==> src/rtl/pattern_scan_pkg.sv <==
// rtl/pattern_scan_pkg.sv - shared types, defaults and round-robin pick for the pattern scan arbiter
package pattern_scan_pkg;

    typedef enum logic [1:0] {
        IDLE,
        SHIFT,
        REPORT
    } state_t;

    localparam int DEF_PAT_W = 6;
    localparam logic [DEF_PAT_W-1:0] DEF_PATTERN = 6'b101010;
    localparam int MAX_NREQ = 8;

    // First requesting index at or after ptr, wrapping within nreq.
    function automatic int rr_pick(input logic [MAX_NREQ-1:0] req, input int ptr, input int nreq);
        int win;
        int idx;
        logic found;
        win   = 0;
        found = 1'b0;
        for (int k = 0; k < nreq; k++) begin
            idx = (ptr + k) % nreq;
            if (!found && req[idx[2:0]]) begin
                win   = idx;
                found = 1'b1;
            end
        end
        return win;
    endfunction

endpackage

==> src/rtl/pattern_detector.sv <==
// rtl/pattern_detector.sv - overlapping serial pattern detector with fill tracking
module pattern_detector
    import pattern_scan_pkg::*;
#(
    parameter int PAT_W = DEF_PAT_W,
    parameter logic [PAT_W-1:0] PATTERN = DEF_PATTERN
) (
    input  logic clock,
    input  logic reset,
    input  logic clear,
    input  logic valid,
    input  logic x,
    output logic z
);

    localparam int FW = $clog2(PAT_W + 1);

    logic [PAT_W-2:0] hist;
    logic [FW-1:0]    fill;
    logic [PAT_W-1:0] window;

    // Only PAT_W-1 older bits are kept; the current bit completes the window.
    assign window = {hist, x};
    assign z      = valid && (fill >= FW'(PAT_W - 1)) && (window == PATTERN);

    always_ff @(posedge clock or posedge reset) begin
        if (reset) begin
            hist <= '0;
            fill <= '0;
        end else if (clear) begin
            hist <= '0;
            fill <= '0;
        end else if (valid) begin
            hist <= window[PAT_W-2:0];
            if (fill != FW'(PAT_W))
                fill <= fill + 1'b1;
        end
    end

endmodule

==> src/rtl/pattern_scan_arbiter.sv <==
// rtl/pattern_scan_arbiter.sv - round-robin word scanner sharing one serial pattern detector
module pattern_scan_arbiter
    import pattern_scan_pkg::*;
#(
    parameter int NREQ = 4,
    parameter int WORD_W = 16,
    parameter int PAT_W = DEF_PAT_W,
    parameter logic [PAT_W-1:0] PATTERN = DEF_PATTERN,
    localparam int CNT_W = $clog2(WORD_W + 1),
    localparam int ID_W = $clog2(NREQ)
) (
    input  logic                     clock,
    input  logic                     reset,
    input  logic [NREQ-1:0]          req,
    input  logic [NREQ*WORD_W-1:0]   word_data,
    output logic [NREQ-1:0]          gnt,
    output logic                     busy,
    output logic                     done,
    output logic [ID_W-1:0]          done_id,
    output logic [CNT_W-1:0]         match_count,
    output logic                     match_any
);

    localparam int BIT_W = $clog2(WORD_W);

    state_t            state, state_next;
    logic [ID_W-1:0]   rr_ptr;
    logic [ID_W-1:0]   winner;
    logic [ID_W-1:0]   cur_id;
    logic [WORD_W-1:0] shreg;
    logic [BIT_W-1:0]  bit_idx;
    logic [CNT_W-1:0]  acc;
    logic              grant;
    logic              z;

    assign winner = ID_W'(rr_pick(MAX_NREQ'(req), int'(rr_ptr), NREQ));

    always_comb begin
        state_next = state;
        grant      = 1'b0;
        gnt        = '0;
        busy       = 1'b1;
        done       = 1'b0;
        case (state)
            IDLE: begin
                busy = 1'b0;
                if ((|req) && !reset) begin
                    grant       = 1'b1;
                    gnt[winner] = 1'b1;
                    busy        = 1'b1;
                    state_next  = SHIFT;
                end
            end
            SHIFT: begin
                if (bit_idx == '0)
                    state_next = REPORT;
            end
            REPORT: begin
                done       = 1'b1;
                state_next = IDLE;
            end
            default: state_next = IDLE;
        endcase
    end

    always_ff @(posedge clock or posedge reset) begin
        if (reset)
            state <= IDLE;
        else
            state <= state_next;
    end

    // Results are registered on the last SHIFT edge so they are valid alongside done.
    always_ff @(posedge clock or posedge reset) begin
        if (reset) begin
            rr_ptr      <= '0;
            cur_id      <= '0;
            shreg       <= '0;
            bit_idx     <= '0;
            acc         <= '0;
            done_id     <= '0;
            match_count <= '0;
            match_any   <= 1'b0;
        end else begin
            if (grant) begin
                shreg   <= word_data[int'(winner)*WORD_W +: WORD_W];
                cur_id  <= winner;
                bit_idx <= BIT_W'(WORD_W - 1);
                acc     <= '0;
                rr_ptr  <= (winner == ID_W'(NREQ - 1)) ? '0 : winner + 1'b1;
            end
            if (state == SHIFT) begin
                shreg   <= {shreg[WORD_W-2:0], 1'b0};
                bit_idx <= bit_idx - 1'b1;
                acc     <= acc + CNT_W'(z);
                if (bit_idx == '0) begin
                    match_count <= acc + CNT_W'(z);
                    match_any   <= (acc != '0) || z;
                    done_id     <= cur_id;
                end
            end
        end
    end

    pattern_detector #(
        .PAT_W   (PAT_W),
        .PATTERN (PATTERN)
    ) u_detector (
        .clock (clock),
        .reset (reset),
        .clear (grant),
        .valid (state == SHIFT),
        .x     (shreg[WORD_W-1]),
        .z     (z)
    );

endmodule

==> config.mk <==
export PLATFORM = sky130hd
export DESIGN_NAME = pattern_scan_arbiter
export DESIGN_NICKNAME = d
export VERILOG_FILES = /design/src/rtl/pattern_scan_pkg.sv /design/src/rtl/pattern_detector.sv /design/src/rtl/pattern_scan_arbiter.sv
export SDC_FILE = /design/constraint.sdc
export NUM_CORES = 1
export LEC_CHECK = 0
export CAP_MARGIN = 20
export CELL_PAD_IN_SITES_DETAIL_PLACEMENT = 0
export CELL_PAD_IN_SITES_GLOBAL_PLACEMENT = 1
export CORE_MARGIN = 2
export CORE_UTILIZATION = 30
export CTS_CLUSTER_SIZE = 24
export DETAILED_ROUTE_END_ITERATION = 10
export DONT_BUFFER_PORTS = 1
export HOLD_SLACK_MARGIN = 0.03
export PLACE_DENSITY = 0.61
export SETUP_SLACK_MARGIN = 0.4
export SLEW_MARGIN = 10
export SYNTH_ARGS = -nofsm -noshare
export SYNTH_HDL_FRONTEND = slang
export SYNTH_SLANG_ARGS = --single-unit
==> constraint.sdc <==
create_clock -name clock -period 2.18 [get_ports clock]
set_clock_uncertainty 0.2 [all_clocks]
set_input_delay 0.218 -clock clock [delete_from_list [all_inputs] [get_ports clock]]
set_output_delay 0.218 -clock clock [all_outputs]
set_load 0.005 [all_outputs]
==> impl_metrics.env, run 1 <==
export IMPL_ant_nets=0
export IMPL_die_h_um=99.9
export IMPL_synth_edf_count=0
export IMPL_synth_largest_area_cell="dfrtp_1"
export IMPL_hold_path_class="input port to flip-flop"
export IMPL_yosysMostFrequentCell="dfrtp_1"
export IMPL_grt_pass1_wl_mm=13.1
export IMPL_synth_area_um2=2760
export IMPL_synth_area_leaders="dfrtp_1 43%, mux2i_1 8.7%, ha_1 4.5%"
export IMPL_routed_wl_mm=8.59
export IMPL_relSlewSlack_pct=63.3
export IMPL_power_static_leakage_nw=1.81
export IMPL_cpLargestDelayFamily="adder cells"
export IMPL_fin_crit_ns=2.17
export IMPL_port_buffers=0
export IMPL_clock_sinks=47
export IMPL_avgSynthCellArea_um2=10.2
export IMPL_firstDrtPassIters=4
export IMPL_drc_errors=0
export IMPL_worstPathCellList="ha_4, o311ai_4, nor4b_4, ha_2, ha_4, nand3_4, and2_4, o21ai_1, o31ai_1"
export IMPL_postLayoutCoreUtil_pct=49.8
export IMPL_total_power_w=0.00470
export IMPL_synth_seq_area_share_pct=42.7
export IMPL_coreArea_um2=8810
export IMPL_critPathArrivalTime_ns=2.15
export IMPL_regToRegSetupSlack_ns=0.01
export IMPL_cts_hold_buffers=63
export IMPL_grt_setup_unrepaired="true"
export IMPL_finalHoldWorstSlack_ns=0.00754
export IMPL_dieArea_um2=9970
export IMPL_path_buf_inv=0
export IMPL_avgRoutedWirePerCell_um=18.3
export IMPL_layout_drive_gt1_share_pct=29.6
export IMPL_filler_cell_count=785
export IMPL_powerDensity_nw_per_um2=1070
export IMPL_finalSetupViolations=0
export IMPL_async_reset_ff_share_pct=100
export IMPL_instances_no_fill=470
export IMPL_gp_congestion=0.780
export IMPL_synth_flop_cell="dfrtp_1"
export IMPL_grt_pass1_vias=2659
export IMPL_cts_tree="built"
export IMPL_grt_max_degree=31
export IMPL_fin_area_um2=4390
export IMPL_grt_antenna_before_repair=0
export IMPL_grt_overflow_total=0
export IMPL_syn_nets=349
export IMPL_path_class="flip-flop to flip-flop"
export IMPL_ir_drop_mv=0.326
export IMPL_place_hpwl_mm=4.97
export IMPL_drt_iter0_markers=111
export IMPL_antennaDiodeCount=0
export IMPL_via_per_inst=5.36
export IMPL_nNetsFinal=441
export IMPL_synth_warnings=0
export IMPL_post_place_cells=377
export IMPL_synth_cell_types=48
export IMPL_fmax_mhz=461
export IMPL_crit_path_max_fanout=3
export IMPL_fp_row_count=34
export IMPL_post_route_period_util_pct=99.6
export IMPL_io_pins=84
export IMPL_htree_levels=2
export IMPL_crit_path_start_kind="flip-flop"
export IMPL_clk_insertion_delay_late_ns=0.30
export IMPL_die_w_um=99.9
export IMPL_placed_area_um2=3050
export IMPL_track_usage_pct=16.7
export IMPL_outcome="completed"
export IMPL_cts_root_buf="clkbuf_8"
export IMPL_numCtsBuffers=5
export IMPL_seq_area_um2=1180
export IMPL_maxCapViolCount=0
export IMPL_cts_buffer_depth=2
export IMPL_vias=2521
export IMPL_worst_pin_slew_ns=0.548
export IMPL_area_delta_synth_final_pct=59.2
export IMPL_critPathSlowestCell="dfrtp_1"
export IMPL_slew_viol_final=0
export IMPL_critPathMaxStageDelay_ns=0.44
export IMPL_critPathMostFrequentCell="ha_4"
export IMPL_initial_utilization_pct=31.3
export IMPL_multi_input_area_um2=1810
export IMPL_synth_top_area_share_pct=42.7
export IMPL_setup_worst_path_end_class="flip-flop"
export IMPL_synthCells=269
export IMPL_finalHoldViolCount=0
export IMPL_ys_seq_elements=47
export IMPL_clkTransAtPathRegs_ns=0.09
export IMPL_synthTopCellsByCount="47 x dfrtp_1, 28 x nand2_1, 24 x mux2i_1, 16 x a22oi_1"
export IMPL_worstPathRequired_ns=2.16
==> cell usage in the layout (no fill, tap or decap), types with 8 or more instances in the layout <==
cell type,instances
o31ai_1,10
buf_6,12
mux2i_4,10
nand2_1,25
o21ai_1,8
o211ai_1,9
dfrtp_1,47
nand4_1,9
buf_4,19
a22oi_1,16
dlygate4sd3_1,63
a21o_1,9
==> worst min-delay path: stages <==
cell and delay, ns:
nor4_4 0.02, buf_6 0.13, nand2_2 0.06, nand2_1 0.04
==> kinds of logic (layout without fill, tap and decap cells) <==
logic type / count (synthesis) / count (layout) / synth area share [%]
and+or+nand+nor: 70 / 70 / 13.8
buffers and inverters: 27 / 120 / 6.17
xor gates and xnor gates: 4 / 4 / 1.27
adders and majority gates: 10 / 10 / 4.54
DFF: 47 / 47 / 42.7
muxes: 24 / 24 / 8.72
AOI/OAI and AO/OA: 87 / 87 / 22.8
==> layout make-up <==
cell class | instances | share of cell area, %
inverters | 9 | 1.03
clock buffers | 6 | 1.88
flip-flops and latches | 47 | 26.8
clock inverters | 2 | 0.798
multi-input cells | 195 | 41.2
well taps | 108 | 3.08
repair buffers | 103 | 25.2
==> where the power goes <==
part / total (W) / leakage (nW) / switching, W / internal, W
Sequential: 0.00147 / 0.609 / 0.000268 / 0.00120
Clock: 0.000670 / 0.0612 / 0.000299 / 0.000371
Combinational: 0.00256 / 1.14 / 0.00121 / 0.00134
==> per-layer routing <==
metal  track usage, %  part of all wire [%]  up-vias  wire length, um
met3             3.69                   5.1       10              440
met4             5.58                   1.5        0              125
met1             21.2                    42     1235             3640
met5                0                     0        -                0
met2             28.4                    51       78             4380
li1                 -                     -     1198                -
==> path summary, 6_finish.rpt <==
check | from | to | cells past startpoint
min in group asynchronous | reset | bit_idx[2] | 2
hold / removal | reset | rr_ptr[1] | 4
setup reg to reg | u_detector.fill[0] | acc[4] | 9
hold reg to reg | bit_idx[3] | bit_idx[3] | 1
max in group asynchronous | reset | acc[2] | 3
setup / recovery | u_detector.fill[0] | acc[4] | 9
==> per-stage QoR <==
step                setup WS [ns]  TNS [ns]
global placement           0.0856         0
global route              -0.0887    -0.229
CTS                       -0.0134   -0.0134
floorplan                  0.0338         0
finish                    0.00957         0
detailed placement        -0.0387   -0.0387
==> registers in the layout, summed over array words and instances (netlist names) <==
register,cells
acc,5
bit_idx,4
cur_id,2
done_id,2
match_any,1
match_count,5
rr_ptr,2
shreg,16
state,2
u_detector.fill,3
u_detector.hist,5
==> what timing repair did <==
item                       CTS  global route
gates cloned                 3             0
pin swaps                   11            14
resized for setup           35            38
hold endpoints to repair    41             1
setup endpoints to repair   35            35
buffers inserted            12             7
(Power assumes the default switching activity.)
==> run 2: changes to the inputs <==
Settings changed: GPL_TIMING_DRIVEN from default to 1, RECOVER_POWER from default to 100.
==> results of run 2 <==
Same layout as run 1: the final DEF is identical, and so are final timing and power.
==> run 3: changes to the inputs <==
Settings changed: CORE_UTILIZATION 30 to 43, MAX_ROUTING_LAYER from default to met4, PLACE_DENSITY 0.61 to 0.8.
==> impl_metrics.env, run 3 (synthesis gave the netlist of run 1 again) <==
export IMPL_outcome="completed"
export IMPL_via_per_inst=6.05
export IMPL_area_delta_synth_final_pct=47.6
export IMPL_instances_no_fill=428
export IMPL_coreArea_um2=6280
export IMPL_antennaDiodeCount=0
export IMPL_path_class="flip-flop to flip-flop"
export IMPL_critPathArrivalTime_ns=2.14
export IMPL_final_cell_mix="61 x dlygate4sd3_1, 46 x dfrtp_1, 26 x nand2_1, 16 x a22oi_1, 16 x buf_4"
export IMPL_port_buffers=0
export IMPL_worst_pin_slew_ns=1.36
export IMPL_dp_slack_ns=-0.0284
export IMPL_seq_area_um2=1180
export IMPL_setup_worst_path_end_class="flip-flop"
export IMPL_fp_row_count=29
export IMPL_drc_errors=0
export IMPL_reg2reg_from="u_detector.fill[1]"
export IMPL_grt_antenna_before_repair=0
export IMPL_holdPathStages=3
export IMPL_reg2reg_to="acc[4]"
export IMPL_firstDrtPassIters=4
export IMPL_maxCapViolCount=0
export IMPL_min_to="shreg[14]"
export IMPL_regToRegSetupSlack_ns=0.02
export IMPL_placed_area_um2=2980
export IMPL_worstHoldStart="word_data[62]"
export IMPL_die_w_um=84.1
export IMPL_clock_sinks=47
export IMPL_finalHoldWorstSlack_ns=0.0381
export IMPL_ant_nets=0
export IMPL_post_place_cells=344
export IMPL_drt_iter0_markers=166
export IMPL_layout_drive_gt1_share_pct=23.9
export IMPL_fin_area_um2=4070
export IMPL_ir_drop_mv=0.474
export IMPL_power_static_leakage_nw=1.74
export IMPL_hold_path_class="input port to flip-flop"
export IMPL_grt_pass1_vias=2623
export IMPL_setup_tns_ns=0
export IMPL_largest_reg_flops=16
export IMPL_crit_path_start_kind="flip-flop"
export IMPL_fin_ws_ns=0.0213
export IMPL_cts_root_buf="clkbuf_8"
export IMPL_grt_max_degree=31
export IMPL_place_hpwl_mm=4.46
export IMPL_vias=2591
export IMPL_fin_crit_ns=2.16
export IMPL_grt_pass1_wl_mm=12.6
export IMPL_grt_overflow_total=0
export IMPL_htree_levels=2
export IMPL_track_usage_pct=23.0
export IMPL_die_h_um=84.1
export IMPL_fmax_mhz=463
export IMPL_grt_setup_unrepaired="true"
export IMPL_dieArea_um2=7070
export IMPL_numCtsBuffers=5
export IMPL_clkTransAtPathRegs_ns=0.09
export IMPL_routed_wl_mm=8.53
export IMPL_io_pins=84
export IMPL_gp_congestion=0.848
export IMPL_finalSetupViolations=0
export IMPL_avgRoutedWirePerCell_um=19.9
export IMPL_multi_input_area_um2=1680
export IMPL_layout_commonest_cell="dlygate4sd3_1"
export IMPL_relSlewSlack_pct=9.45
export IMPL_slew_viol_final=0
export IMPL_initial_utilization_pct=43.9
export IMPL_filler_cell_count=470
export IMPL_finalHoldViolCount=0
export IMPL_cts_buffer_depth=2
export IMPL_clk_insertion_delay_late_ns=0.30
export IMPL_reg2reg_depth=10
export IMPL_top_register="shreg"
export IMPL_powerDensity_nw_per_um2=1070
export IMPL_post_route_period_util_pct=99.0
export IMPL_worstPathRequired_ns=2.16
export IMPL_cts_tree="built"
export IMPL_crit_path_max_fanout=3
export IMPL_nNetsFinal=430
[run 3: cell types whose count changed in the layout (fill, tap and decap cells not counted), sizes merged]
cell,delta
clkbuf,+6
dlygate4sd3,-2
bufinv,-1
buf,-14
[run 3: layer usage]
| layer | part of all wire, % | up-vias | GRT usage, % |
|---|---|---|---|
| met2 | 51 | 141 | 36.7 |
| li1 | - | 1176 | - |
| met3 | 6.3 | 29 | 3.56 |
| met1 | 39 | 1245 | 28.9 |
| met5 | 0 | - | - |
| met4 | 3.6 | 0 | 10.6 |
[run 3: area by class of cell]
class	count	area share, %
Multi-Input combinational cell	195	41.3
Clock buffer	7	2.37
Inverter	9	1.02
Sequential cell	47	28.9
Tap cell	77	2.37
Timing Repair Buffer	92	23.8
Clock inverter	1	0.185
[run 3: worst max path at each step]
stage | startpoint | slack, ns | to | cells after the start
detailed placement | u_detector.fill[0] | -0.03 | acc[4] | 9
CTS | u_detector.fill[1] | 0.07 | acc[4] | 10
global placement | u_detector.fill[0] | 0.06 | acc[4] | 9
finish | u_detector.fill[1] | 0.02 | acc[4] | 10
floorplan | state[0] | 0.03 | acc[4] | 9
global route | u_detector.fill[1] | -0.08 | acc[4] | 10
[run 3: critical path, cell delays in order (launching register included)]
cell and delay, ns:
dfrtp_1 0.39, inv_1 0.06, ha_2 0.18, o311ai_4 0.09, nor4b_4 0.30, ha_2 0.25
ha_4 0.15, nand3_4 0.08, and2_4 0.15, o21ai_2 0.12, o31ai_1 0.07
[run 3: where the power goes]
| group | switching, W | internal, W | total (W) |
|---|---|---|---|
| Sequential | 0.000277 | 0.00120 | 0.00148 |
| Combinational | 0.00114 | 0.00115 | 0.00229 |
| Clock | 0.000292 | 0.000289 | 0.000581 |
[run 3: metrics by stage]
stage / utilization (%) / total power (W)
floorplan: - / 0.00279
global placement: 47.5 / 0.00309
detailed placement: 47.5 / 0.00314
CTS: 61.2 / 0.00397
global route: 64.8 / 0.00462
finish: 64.8 / 0.00435
[run 3: repair_timing]
action,4_1_cts,5_1_grt
resized for setup,13,32
pin swaps,5,8
endpoints found under the hold margin,64,0
hold buffers,61,0
gates cloned,1,3
setup endpoints to repair,38,37
buffers inserted,10,1
